--- src/rtl/cam_pattern_gen.sv ---
// Synthetic camera source: emits DVP-style vsync/href/data frames carrying one of
// four test patterns, with frame counting and a done pulse on the last pixel beat.
module cam_pattern_gen #(
    parameter int HRES        = 640,
    parameter int VRES        = 480,
    parameter int DATA_W      = 8,
    parameter int VSYNC_LINES = 3,
    parameter int VBP_LINES   = 17,
    parameter int VFP_LINES   = 10,
    parameter int HBLANK      = 144
) (
    input  logic              clk_i,
    input  logic              rst_i,
    input  logic              enable_i,
    input  logic [1:0]        mode_i,
    output logic              cam_vsync_o,
    output logic              cam_href_o,
    output logic [DATA_W-1:0] cam_data_o,
    output logic [15:0]       frame_cnt_o,
    output logic              frame_done_o,
    output logic              busy_o
);

    localparam int BPC       = (DATA_W == 8) ? 2 : 1;
    localparam int BEAT_SH   = (DATA_W == 8) ? 1 : 0;
    localparam int TLINE     = HRES * BPC + HBLANK;
    localparam int MAX_LINES = (VSYNC_LINES > VBP_LINES)
                               ? ((VSYNC_LINES > VFP_LINES) ? VSYNC_LINES : VFP_LINES)
                               : ((VBP_LINES > VFP_LINES) ? VBP_LINES : VFP_LINES);
    localparam int CNT_MAX   = MAX_LINES * TLINE;
    localparam int CNT_W     = $clog2(CNT_MAX + 1);
    localparam int LN_W      = (VRES > 1) ? $clog2(VRES) : 1;
    localparam int BAR_DIV   = HRES / 8;

    localparam logic [CNT_W-1:0] VSYNC_LAST = CNT_W'(VSYNC_LINES * TLINE - 1);
    localparam logic [CNT_W-1:0] VBP_LAST   = CNT_W'(VBP_LINES * TLINE - 1);
    localparam logic [CNT_W-1:0] VFP_LAST   = CNT_W'(VFP_LINES * TLINE - 1);
    localparam logic [CNT_W-1:0] LINE_LAST  = CNT_W'(HRES * BPC - 1);
    localparam logic [CNT_W-1:0] HBL_LAST   = CNT_W'(HBLANK - 1);
    localparam logic [LN_W-1:0]  LAST_LINE  = LN_W'(VRES - 1);

    typedef enum logic [2:0] {
        S_IDLE,
        S_VSYNC,
        S_VBP,
        S_LINE,
        S_HBL,
        S_VFP
    } state_t;

    state_t            r_state, w_state_next;
    logic [CNT_W-1:0]  r_cnt, w_cnt_next;
    logic [LN_W-1:0]   r_line, w_line_next;
    logic [1:0]        r_mode, w_mode_next;
    logic [15:0]       r_fcnt, w_fcnt_next;
    logic              w_frame_done;

    logic              w_href;
    logic [31:0]       w_col;
    logic [31:0]       w_line32;
    logic [2:0]        w_bar;
    logic [15:0]       w_pix;

    always_ff @(posedge clk_i or posedge rst_i) begin
        if (rst_i) begin
            r_state <= S_IDLE;
            r_cnt   <= '0;
            r_line  <= '0;
            r_mode  <= '0;
            r_fcnt  <= '0;
        end else begin
            r_state <= w_state_next;
            r_cnt   <= w_cnt_next;
            r_line  <= w_line_next;
            r_mode  <= w_mode_next;
            r_fcnt  <= w_fcnt_next;
        end
    end

    // r_cnt counts cycles spent in the current state and clears on every transition.
    always_comb begin
        w_state_next = r_state;
        w_cnt_next   = r_cnt + 1'b1;
        w_line_next  = r_line;
        w_mode_next  = r_mode;
        w_fcnt_next  = r_fcnt;
        w_frame_done = 1'b0;
        case (r_state)
            S_IDLE: begin
                w_cnt_next  = '0;
                w_line_next = '0;
                if (enable_i) begin
                    w_state_next = S_VSYNC;
                    w_mode_next  = mode_i;
                end
            end
            S_VSYNC: begin
                if (r_cnt == VSYNC_LAST) begin
                    w_state_next = S_VBP;
                    w_cnt_next   = '0;
                end
            end
            S_VBP: begin
                if (r_cnt == VBP_LAST) begin
                    w_state_next = S_LINE;
                    w_cnt_next   = '0;
                    w_line_next  = '0;
                end
            end
            S_LINE: begin
                if (r_cnt == LINE_LAST) begin
                    w_state_next = S_HBL;
                    w_cnt_next   = '0;
                    if (r_line == LAST_LINE) begin
                        w_frame_done = 1'b1;
                        w_fcnt_next  = r_fcnt + 16'd1;
                    end
                end
            end
            S_HBL: begin
                if (r_cnt == HBL_LAST) begin
                    w_cnt_next = '0;
                    if (r_line == LAST_LINE) begin
                        w_state_next = S_VFP;
                        w_line_next  = '0;
                    end else begin
                        w_state_next = S_LINE;
                        w_line_next  = r_line + 1'b1;
                    end
                end
            end
            S_VFP: begin
                if (r_cnt == VFP_LAST) begin
                    w_cnt_next = '0;
                    if (enable_i) begin
                        w_state_next = S_VSYNC;
                        w_mode_next  = mode_i;
                    end else begin
                        w_state_next = S_IDLE;
                    end
                end
            end
            default: begin
                w_state_next = S_IDLE;
                w_cnt_next   = '0;
                w_line_next  = '0;
            end
        endcase
    end

    assign w_href   = (r_state == S_LINE);
    assign w_col    = 32'(r_cnt) >> BEAT_SH;
    assign w_line32 = 32'(r_line);
    assign w_bar    = 3'(w_col / 32'(BAR_DIV));

    always_comb begin
        w_pix = '0;
        case (r_mode)
            2'd0: w_pix = {{5{w_bar[2]}}, {6{w_bar[1]}}, {5{w_bar[0]}}};
            2'd1: w_pix = 16'(w_line32 * 32'(HRES) + w_col);
            2'd2: w_pix = {w_line32[7:0], w_col[7:0]};
            default: w_pix = {r_fcnt[7:0], r_fcnt[7:0]};
        endcase
    end

    // Narrow bus sends the high byte on the even beat, low byte on the odd beat.
    generate
        if (DATA_W == 8) begin : g_byte
            logic w_beat;
            assign w_beat     = r_cnt[0];
            assign cam_data_o = w_href ? (w_beat ? w_pix[7:0] : w_pix[15:8]) : '0;
        end else begin : g_word
            assign cam_data_o = w_href ? DATA_W'(w_pix) : '0;
        end
    endgenerate

    assign cam_vsync_o  = (r_state == S_VSYNC);
    assign cam_href_o   = w_href;
    assign frame_cnt_o  = r_fcnt;
    assign frame_done_o = w_frame_done;
    assign busy_o       = (r_state != S_IDLE);

endmodule

--- config.mk ---
export PLATFORM = sky130hd
export DESIGN_NAME = cam_pattern_gen
export DESIGN_NICKNAME = d
export VERILOG_FILES = /design/src/rtl/cam_pattern_gen.sv
export SDC_FILE = /design/constraint.sdc
export NUM_CORES = 1
export LEC_CHECK = 0
export BUFFER_PORTS_ARGS = -buffer_cell sky130_fd_sc_hd__buf_2
export CAP_MARGIN = 0
export CELL_PAD_IN_SITES_DETAIL_PLACEMENT = 1
export CELL_PAD_IN_SITES_GLOBAL_PLACEMENT = 2
export CORE_ASPECT_RATIO = 0.75
export CORE_MARGIN = 3
export CORE_UTILIZATION = 37
export DETAILED_ROUTE_END_ITERATION = 8
export GPL_ROUTABILITY_DRIVEN = 1
export PLACE_DENSITY = 0.78
export SETUP_SLACK_MARGIN = 0.02
export SLEW_MARGIN = 10
export SYNTH_ARGS = -nofsm -noshare
export SYNTH_HDL_FRONTEND = slang
export SYNTH_SLANG_ARGS = --single-unit
--- constraint.sdc ---
create_clock -name clk_i -period 6.8 [get_ports clk_i]
set_clock_uncertainty 0.05 [all_clocks]
set_input_delay 0.68 -clock clk_i [delete_from_list [all_inputs] [get_ports clk_i]]
set_output_delay 0.68 -clock clk_i [all_outputs]
set_load 0.01 [all_outputs]
; Word level (Yosys, flattened, before mapping)
; Cells that the tools add are included.
[word_totals]
ff_bits = 45
elab_cells = 68
[classes]
n_addsub = 4
multipliers = 1
n_div = 1
n_eq_ne = 19
mux = 28
bitwise_logic = 1
n_reduce_logical = 9
[op_table]
columns = operator, n
row1 = 2-to-1 mux 15 bit, 5
row2 = one-hot mux 15 bit (5 select lines), 1
row3 = one-hot mux 16 bit (3 select lines), 1
row4 = divider 14 x 7 -> 32 bit (second input constant), 1
row5 = 2-to-1 mux 9 bit, 3
row6 = one-hot mux 9 bit (3 select lines), 1
row7 = 2-to-1 mux 3 bit, 7
row8 = one-hot mux 3 bit (6 select lines), 1
row9 = adder 16 x 1 -> 16 bit (second input constant), 1
row10 = adder 16 x 14 -> 16 bit, 1
row11 = 2-to-1 mux 8 bit, 2
row12 = adder 15 x 1 -> 15 bit (second input constant), 1
row13 = == test 15 x 11 -> 1 bit (second input constant), 1
row14 = == test 15 x 13 -> 1 bit (second input constant), 1
row15 = == test 15 x 14 -> 1 bit (second input constant), 1
row16 = == test 15 bit (second input constant), 1
row17 = == test 15 x 8 -> 1 bit (second input constant), 1
row18 = adder 9 x 1 -> 9 bit (second input constant), 1
row19 = == test 9 bit (second input constant), 1
row20 = multiplier 9 x 3 -> 9 bit (second input constant), 1
row21 = != test 2 bit (second input constant), 4
row22 = == test 3 x 2 -> 1 bit (second input constant), 2
row23 = == test 3 bit (second input constant), 2
row24 = AND reduction 3 bit, 2
row25 = other kinds (15), 20

; Logic depth before layout (Yosys ltp)
[depth]
word_depth = 5
ltp_mapped = 21
depth_no_buf = 18

; Worst setup path after synthesis
; OpenSTA, ideal clock, no wires.
[synth_path]
path_type = reg-to-output
start = register r_cnt[13]
end = output port cam_data_o[3]
arrival_ns = 4.646
path_slack_ns = 1.424
stages_incl_launch_ff = 19
cell_sequence = dfrtp_1 > nor2_1 > inv_2 > ha_1 > and4b_1 > a2111oi_4 > o21a_4 > nand3_1 > a211o_1 > and3_1 > a21oi_1 > mux2_2 > and3_1 > a311oi_2 > o211a_1 > a21boi_1 > o32a_1 > o41ai_4 > a211oi_1
[synth_via]
elab_chain_len = 4
[synth_lines]
columns = item, line_no
row1 = from (decl), 52  ; logic [CNT_W-1:0] r_cnt, w_cnt_next;
row2 = from (signal assigned), 73  ; r_cnt <= w_cnt_next;
row3 = divider 14 x 7 -> 32 bit, 154  ; assign w_bar = 3'(w_col / 32'(BAR_DIV));
row4 = one-hot mux 16 bit (3 select lines), 158  ; case (r_mode)
row5 = 2-to-1 mux 8 bit (2 in a row), 171  ; assign cam_data_o = w_href ? (w_beat ? w_pix[7:0] : w_pix[15:8]) : '0;
row6 = to (decl), 18  ; output logic [DATA_W-1:0] cam_data_o,
; No other way between the ends.

; Worst setup path in the final report
[layout_path]
start = register r_cnt[13]
end = output port cam_data_o[4]
[layout_via]
elab_chain_len = 4
[layout_lines]
columns = item, line_no
row1 = divider 14 x 7 -> 32 bit or adder 16 x 14 -> 16 bit (tied branches), "154, 160"
row2 = one-hot mux 16 bit (3 select lines) *, 158
row3 = 2-to-1 mux 8 bit * (2 in a row), 171
; Mark *: on every way between the ends. The rest lies on a longest branch, timed or not.

==> results.md <==
- Status: finished, final reports clean
- Power Density: about 190 nW/um^2
- Setup TNS: 0 ps
- Fill count: roughly 1600
- Placement row count: 36
- Worst Reg-to-Reg Cells: 11
- Core area: ~13000 um^2
- Post-Synth Adder-Cell Area: 0.0670
- Num Clock Sinks: 45
- Syn nets: 671
- DRT iter0 DRCs: roughly 320
- Synth Area in Simple Gates: 0.294
- Kind of critical path: reg -> out
- Synth unique cells: approximately 90
- Register area: approximately 1100 um^2
- Fraction of registers with async set/reset: 1.00
- Final Util: 0.420
- Main combinational cell family by area after synthesis: simple AND/OR/NAND/NOR gates
- Yosys warns: 0
- Worst Path Required: around 6100 ps
- Top-count cell post-synth: nor2_1
- Area after DPL: between 5000 and 6000 um^2
- Sequential fraction of the synthesis area: 0.223
- Final wirelength: approximately 17000 um
- CP arrival: roughly 5800 ps
- Flop2flop setup slack: 2210 ps
- Vias per inst: 5.97
- Final Non-Filler Cells: between 800 and 900
- Remaining Overflow, GRT: 0
- Hold path start: frame_cnt_o[15]
- Initial antenna violation count: 0
- Most frequently used flop master after synthesis: dfrtp_1
- First-pass GRT wire length: between 20000 and 30000 um
- Num CTS Buffers: 5
- Fraction of layout cells with a size suffix above 1: 0.140
- Synth top cells by count: 70 x nor2_1, 61 x nand2_1, 45 x dfrtp_1
- Die Span Y: 107 um
- Final GP Congestion: between 0.8 and 0.9
- Post-synth top area share: 0.223
- Peak VDD IR: between 100 and 150 uV
- Worst setup SP type: flip-flop
- Pleak: around 2.4 nW
- Post-synth EDFFs: 0
- Pin count of the biggest net entering global routing: 46
- Clk pin slew, worst setup/hold paths: around 70 ps
- Pre-antenna DRT Iters: 5
- Multi-input logic area: approximately 3700 um^2
- Worst-skew pair later-pin latency: slightly below 300 ps
- Max Cap Violations: 0
- Hold depth: 1
- Crit Path Max Fanout: 14
- Synth top area cells: dfrtp_1 22%, ha_1 5.7%, xnor2_1 5.6%
- Placed cell count: around 820
- DRC: 0
- Max Freq: between 150 and 200 MHz
- RSZ-0062 raised after global routing: false
- Final Hold Viols: 0
- Layout Nets: about 700
- Power Total: approximately 1.1 mW
- I/O pin count: 33
- Clock tree buffer depth: 2
- Total track usage: 0.222
- Post-Layout Inst Area: around 5500 um^2
- Period utilization: 0.955
- Setup violations, final: 0
- Die width: ~140 um
- Port bufs: 32
- Critical path startpoint: r_cnt[13]
- Avg Inst Size Synth: a little under 8 um^2
- Compound-gate portion of the synthesized area: 0.264
- Worst setup endpoint: cam_data_o[4]
- Number of global-route vias before repair: between 4000 and 5000
- HPWL Detailed: ~13000 um
- Dpl ws: 418 ps
- Syn Inst Count: roughly 640
- Diodes inserted: 0
- Initial Util: 0.383
- CTS H-tree lvls: 2
- Detail Route Antenna Nets: 0
- Min-delay worst type: reg -> reg
- Rel. slew slack: 0.308
- CTS tree: done
- Area leader, netlist: dfrtp_1
- WL per Instance: between 20 and 25 um
- Final setup margin: slightly above 300 ps
- Tmin final: 6490 ps
- Total die area: roughly 15000 um^2
- Root Buffer: clkbuf_16
- XOR/XNOR share of the synthesized area: 0.0781
- CP Capture Type: output pin
- Worst-margin pin slew: slightly above 1000 ps
- Reg2reg end: frame_cnt_o[13]
- Via count: approximately 5000
- Worst R2R Start: r_cnt[0]
- Final max-slew violation count: 0
- Synth Cell Area: 5040 um^2
- FF+latch count, synth: between 40 and 50
- Hold_ws: about 420 ps
- Mux share of post-synthesis cell area: 0.0253
- Synthesis-to-finish area growth: 9.50%
-- cell usage in the layout, fill, tap and decap left out, drive strengths merged, types with 9 or more instances in the layout --
cell,count
o21ai,43
nor3,18
and3,11
nand3,32
nor4,10
dfrtp,45
a21oi,34
nand2b,10
nor2b,15
xor2,13
a21o,9
o211ai,10
nand4,19
buf,42
ha,23
nor2,70
nand2,62
inv,19
xnor2,32
-- how the worst min path moves through the flow --
stage / to / slack, ps
finish: frame_cnt_o[15] / 420
global route: frame_cnt_o[15] / 450
floorplan: frame_cnt_o[15] / 450
CTS: frame_cnt_o[15] / 420
global placement: frame_cnt_o[15] / 400
detailed placement: frame_cnt_o[15] / 410
-- flip-flops by register name (all words and copies together), names as in the netlist --
name and count:
frame_cnt_o 16, r_cnt 15, r_line 9, r_state 3
r_mode 2
-- critical path, cell delays in order, from the launching register on --
cell and delay [ps]:
dfrtp_1 370, nor2_1 260, inv_2 110, ha_2 510, and4b_1 260, a2111oi_4 360, o21a_4 270, nand3_1 160
a211o_1 350, and3_1 180, a21oi_1 220, mux2_2 400, and3_1 210, a311oi_2 340, o211a_1 230, a21boi_1 70
o32a_1 400, o41ai_4 450, a211oi_1 130, buf_2 170
-- layer usage --
layer,vias to the layer above,routed length [um],track usage
met2,100,6600,0.314
met4,0,85,0.0249
li1,2396,-,-
met1,2436,9220,0.359
met3,9,693,0.0348
met5,-,0,0
-- layout make-up --
type	instances	share of cell area
Multi-Input combinational cell	542	0.670
Sequential cell	45	0.204
Timing Repair Buffer	42	0.0426
Tap cell	171	0.0387
Clock buffer	5	0.0227
Inverter	20	0.0136
Clock inverter	3	0.00838
-- power by group --
| part | total, mW | switching, mW | leakage (nW) | internal [mW] |
|---|---|---|---|---|
| Clock | 0.288 | 0.114 | 0.0800 | 0.174 |
| Sequential | 0.351 | 0.0642 | 0.619 | 0.287 |
| Combinational | 0.414 | 0.266 | 1.69 | 0.148 |
-- cells by family (layout without fill, tap and decap cells) --
| kind of cell | after synthesis | after routing |
|---|---|---|
| compound gates | 172 | 172 |
| xor+xnor | 45 | 45 |
| fa+ha+maj | 26 | 26 |
| buf+inv | 54 | 70 |
| flops | 45 | 45 |
| mux | 12 | 12 |
| simple gates | 287 | 287 |
-- what timing repair did --
action	CTS	global route
endpoints found under the setup margin	0	8
gates resized for setup	0	8
hold buffers	0	0
hold endpoints to repair	0	0
buffers inserted	0	1
Note: power is estimated with default switching activity, not from simulation.
